## config.mk

```make
export PLATFORM = sky130hd
export DESIGN_NAME = seg7_capture
export DESIGN_NICKNAME = d
export VERILOG_FILES = /design/src/rtl/seg7_capture.sv
export SDC_FILE = /design/constraint.sdc
export NUM_CORES = 1
export LEC_CHECK = 0
export CAP_MARGIN = 25
export CELL_PAD_IN_SITES_DETAIL_PLACEMENT = 1
export CELL_PAD_IN_SITES_GLOBAL_PLACEMENT = 2
export CORE_MARGIN = 3
export CORE_UTILIZATION = 35
export CTS_CLUSTER_SIZE = 25
export DETAILED_ROUTE_END_ITERATION = 8
export PLACE_DENSITY = 0.77
export SYNTH_ARGS = -nofsm -noshare
export SYNTH_HDL_FRONTEND = slang
export SYNTH_SLANG_ARGS = --single-unit
```

## constraint.sdc

```tcl
create_clock -name CLK -period 4.2 [get_ports CLK]
set_clock_uncertainty 0.2 [all_clocks]
set_input_delay 0.63 -clock CLK [delete_from_list [all_inputs] [get_ports CLK]]
set_output_delay 0.63 -clock CLK [all_outputs]
set_load 0.03 [all_outputs]
```

## src/rtl/seg7_capture.sv

```systemverilog
`default_nettype none
// ============================================================================
// Module  : seg7_capture
// Purpose : Debounces an active-low 7-segment bus and decodes stable digits.
// Rev     : 1.0
// ============================================================================
module seg7_capture #(
    parameter int STABLE_CYC = 4
) (
    input  logic       CLK,
    input  logic       RST,
    input  logic [6:0] nHEX,
    output logic [3:0] DOUT,
    output logic       VALID,
    output logic       BLANK,
    output logic       ERR,
    output logic       UPD
);

    localparam int               CNT_W     = $clog2(STABLE_CYC + 1);
    localparam logic [CNT_W-1:0] C_CNT_MAX = CNT_W'(STABLE_CYC);
    localparam logic [6:0]       C_BLANK   = 7'b1111111;

    logic [6:0]       s1_q, s1_d;
    logic [6:0]       s2_q, s2_d;
    logic [6:0]       last_q, last_d;
    logic [CNT_W-1:0] cnt_q, cnt_d;
    logic [6:0]       cap_q, cap_d;
    logic             have_cap_q, have_cap_d;
    logic [3:0]       dout_q, dout_d;
    logic             valid_q, valid_d;
    logic             blank_q, blank_d;
    logic             err_q, err_d;
    logic             upd_q, upd_d;

    logic             w_commit;
    logic             w_dec_hit;
    logic [3:0]       w_dec_digit;

    always_comb begin
        w_dec_hit   = 1'b1;
        w_dec_digit = 4'd0;
        case (last_q)
            7'b1000000: w_dec_digit = 4'd0;
            7'b1111001: w_dec_digit = 4'd1;
            7'b0100100: w_dec_digit = 4'd2;
            7'b0110000: w_dec_digit = 4'd3;
            7'b0011001: w_dec_digit = 4'd4;
            7'b0010010: w_dec_digit = 4'd5;
            7'b0000010: w_dec_digit = 4'd6;
            7'b1111000: w_dec_digit = 4'd7;
            7'b0000000: w_dec_digit = 4'd8;
            7'b0010000: w_dec_digit = 4'd9;
            default:    w_dec_hit   = 1'b0;
        endcase
    end

    // Commit looks at the registered last/cnt, so a change arriving on the
    // same edge still lets the old stable value commit.
    assign w_commit = (cnt_q == C_CNT_MAX) && (!have_cap_q || (last_q != cap_q));

    always_comb begin
        s1_d       = nHEX;
        s2_d       = s1_q;
        last_d     = last_q;
        cnt_d      = cnt_q;
        cap_d      = cap_q;
        have_cap_d = have_cap_q;
        dout_d     = dout_q;
        valid_d    = valid_q;
        blank_d    = blank_q;
        err_d      = err_q;
        upd_d      = w_commit;

        if (s2_q != last_q) begin
            last_d = s2_q;
            cnt_d  = CNT_W'(1);
        end else if (cnt_q < C_CNT_MAX) begin
            cnt_d  = cnt_q + CNT_W'(1);
        end

        if (w_commit) begin
            cap_d      = last_q;
            have_cap_d = 1'b1;
            dout_d     = w_dec_hit ? w_dec_digit : 4'd0;
            valid_d    = w_dec_hit;
            blank_d    = !w_dec_hit && (last_q == C_BLANK);
            err_d      = !w_dec_hit && (last_q != C_BLANK);
        end
    end

    always_ff @(posedge CLK) begin
        if (RST) begin
            s1_q       <= C_BLANK;
            s2_q       <= C_BLANK;
            last_q     <= C_BLANK;
            cnt_q      <= '0;
            cap_q      <= C_BLANK;
            have_cap_q <= 1'b0;
            dout_q     <= 4'd0;
            valid_q    <= 1'b0;
            blank_q    <= 1'b0;
            err_q      <= 1'b0;
            upd_q      <= 1'b0;
        end else begin
            s1_q       <= s1_d;
            s2_q       <= s2_d;
            last_q     <= last_d;
            cnt_q      <= cnt_d;
            cap_q      <= cap_d;
            have_cap_q <= have_cap_d;
            dout_q     <= dout_d;
            valid_q    <= valid_d;
            blank_q    <= blank_d;
            err_q      <= err_d;
            upd_q      <= upd_d;
        end
    end

    assign DOUT  = dout_q;
    assign VALID = valid_q;
    assign BLANK = blank_q;
    assign ERR   = err_q;
    assign UPD   = upd_q;

endmodule
`default_nettype wire
```

==> summary.md <==
| Metric | Value |
|---|---|
| Outcome | `completed` |
| Avg WL per Cell | `14.3 µm` |
| Drt initial violations | `39` |
| Critical path class | `register to register` |
| Largest area contributor in the netlist | `dfxtp_1` |
| Leakage power | `0.754 nW` |
| Slowest cell delay on critical path | `0.53 ns` |
| Hold Path End | `s2_q[3]$_SDFF_PP1_` |
| Min-Delay Path Class | `register to register` |
| Die width | `74.1 µm` |
| Reg2Reg Depth | `6` |
| CTS root buffer | `clkbuf_8` |
| Area of the core | `4410 µm²` |
| CP cell instances | `inv_1 > ha_1 > nand2_1 > a41o_1 > or4b_1 > a21oi_1` |
| Pwr/cell area | `406 nW/µm²` |
| RSZ-0062 raised after global routing | `false` |
| EDFF count, synth | `0` |
| Largest net degree at the start of global routing | `26` |
| Worst Min Path Start | `s1_q[3]$_SDFF_PP1_` |
| Sequential element share of the synthesized area | `49.3%` |
| WP data arrival | `2.35 ns` |
| Ys flop type | `dfxtp_1` |
| MaxCap Viol Count | `0` |
| Port bufs | `16` |
| Clock Sinks | `40` |
| Fin. Hold Viols | `0` |
| RD Place Congestion | `0.735` |
| Worst setup SP type | `register` |
| Worst R2R End | `DOUT[0]$_SDFFE_PP0P_` |
| Cell Rows | `24` |
| First-pass GRT wire length | `5.66 mm` |
| Post-cts resize count | `0` |
| Layout cells sized above 1 | `19.3%` |
| Mapped Area | `1620 µm²` |
| DRC | `0` |
| Slew @ Worst Pin | `0.655 ns` |
| Worst-path fanout max | `13` |
| Final ANT Viol Nets | `0` |
| Bufs and invs on worst path | `1` |
| GRT Util Overall | `13.8%` |
| Period utilization | `55.7%` |
| Yosys Warn Count | `0` |
| Net Count, Synth | `175` |
| Final instance area | `1920 µm²` |
| Crit-path leading delay family | `simple AND/OR/NAND/NOR gates` |
| Post-CTS setup buffer count | `0` |
| CTS tree | `built` |
| Crit. End Element | `register` |
| Fraction of registers with async set/reset | `0%` |
| Initial antenna violation count | `0` |
| Routed Wire Length | `3.26 mm` |
| Finish-stage setup viols | `0` |
| Vias per cell | `5.16` |
| Die area | `5490 µm²` |
| Max Freq | `427 MHz` |
| Detailed Place HPWL | `2.30 mm` |
| Chip height | `74.1 µm` |
| WHS Path Cells | `1` |
| Synth Area per Inst | `9.90 µm²` |
| Number of H-tree levels | `2` |
| Crit path depth | `6` |
| Final net count | `186` |
| Register-to-register setup slack | `1.86 ns` |
| Fin. max-slew vios | `0` |
| Cts bufs inserted | `5` |
| Starting density of the core | `36.8%` |
| Dpl cell area | `1790 µm²` |
| Clock transition at path regs | `0.08 ns` |
| Critical path required time | `4.21 ns` |
| Final min period | `2.34 ns` |
| I/O Pins | `17` |
| Inserted Diodes | `0` |
| Max_slew headroom | `56.2%` |
| Clk Latency, worst-skew pair | `0.29 ns` |
| Vias | `1177` |
| Post-synthesis instance total | `164` |
| Area grow syn2layout | `18.0%` |
| Synthesis-stage register bit count | `40` |
| Total negative slack | `0 ns` |
| Post-synth top area share | `49.3%` |
| Critical path's slowest cell | `or4b_1` |
| Highest ir drop seen on vdd | `0.191 mV` |
| Unique masters post-synth | `35` |
| Vias in the first global route | `1254` |
| Hold buffer count at cts | `0` |
| Grt total ovfl | `0` |
| Clock Tree Buf Depth | `2` |
| Commonest non-fill, non-tap cell in the layout | `dfxtp_1` |
| Worst r2r src | `cnt_q[0]$_SDFFE_PP0P_` |
| Most frequent cells in the layout | `dfxtp_1 (40), or2_2 (21), clkdlybuf4s50_1 (16)` |
| Detailed Routing Iterations Pass 1 | `3` |
| Top cells by area, synth | `dfxtp_1 (49%), or2_2 (8.1%), xor2_1 (5.4%)` |
## layer usage
metal,up-vias,global-route usage [%],routed length (µm)
met4,0,5.63,39
met2,15,23.8,1670
met3,5,5.27,119
met5,-,0,0
li1,578,-,-
met1,579,15.2,1440
## synth_stat cells, types with 4 or more instances
cell type / count
nor3_1: 5
nor4_1: 4
xnor2_1: 6
dfxtp_1: 40
nor2_1: 13
a211o_1: 6
nand2_1: 5
or2_2: 21
mux2i_1: 5
and3_1: 6
clkbuf_1: 6
buf_2: 5
xor2_1: 10
nand3_1: 4
## cell families (layout without fill, tap and decap cells)
| logic type | count (synthesis) | in the layout | share of synthesized area, % |
|---|---|---|---|
| mux | 5 | 5 | 3.08 |
| flops | 40 | 40 | 49.3 |
| compound gates | 15 | 15 | 7.16 |
| simple gates | 71 | 71 | 25.7 |
| xor+xnor | 16 | 16 | 8.63 |
| buf+inv | 15 | 27 | 4.55 |
| fa+ha+maj | 2 | 2 | 1.54 |
## cell type report
| type | instances | area, µm² |
|---|---|---|
| Sequential cell | 40 | 801 |
| Timing Repair Buffer | 17 | 168 |
| Clock inverter | 1 | 30.0 |
| Tap cell | 52 | 65.1 |
| Fill cell | 510 | 2500 |
| Clock buffer | 7 | 96.3 |
| Multi-Input combinational cell | 109 | 749 |
| Inverter | 2 | 7.51 |
## state kept, by name, indices dropped and copies added, names as in the netlist
| register | flops |
|---|---|
| BLANK | 1 |
| s2_q | 7 |
| s1_q | 7 |
| cnt_q | 3 |
| cap_q | 7 |
| have_cap_q | 1 |
| UPD | 1 |
| ERR | 1 |
| last_q | 7 |
| VALID | 1 |
| DOUT | 4 |
## how the worst max path moves through the flow
stage	from	slack (ns)	endpoint
2_1_floorplan	last_q[6]$_SDFFE_PP1P_	2.36	ERR$_SDFFE_PP0P_
3_3_place_gp	RST	1.79	ERR$_SDFFE_PP0P_
3_5_place_dp	RST	1.74	ERR$_SDFFE_PP0P_
4_1_cts	cnt_q[0]$_SDFFE_PP0P_	1.82	DOUT[0]$_SDFFE_PP0P_
5_1_grt	cnt_q[0]$_SDFFE_PP0P_	1.66	DOUT[0]$_SDFFE_PP0P_
6_report	cnt_q[0]$_SDFFE_PP0P_	1.86	DOUT[0]$_SDFFE_PP0P_
## report_power, final
group	switching [mW]	leakage (nW)	internal [mW]	total [mW]
Clock	0.129	0.0645	0.210	0.338
Sequential	0.00977	0.327	0.389	0.399
Combinational	0.0189	0.362	0.0230	0.0419
## per-stage QoR
stage | hold WS (ns) | util, % | power [mW] | std cells | setup WS, ns
after detailed placement | 0.196 | 40.6 | 0.451 | 220 | 1.74
after global routing | 0.232 | 43.4 | 0.815 | 228 | 1.66
after CTS | 0.215 | 43.4 | 0.791 | 228 | 1.82
after global placement | 0.193 | 40.6 | 0.448 | 220 | 1.79
after floorplan | 0.189 | - | 0.435 | 164 | 2.36
final | 0.212 | 43.4 | 0.779 | 228 | 1.86
## worst reg2reg max path, stage by stage (launching register included)
cell	delay, ns
dfxtp_1	0.34
inv_1	0.06
ha_1	0.28
nand2_1	0.23
a41o_1	0.45
or4b_1	0.53
a21oi_1	0.16
Note: power is estimated with default switching activity, not from simulation.
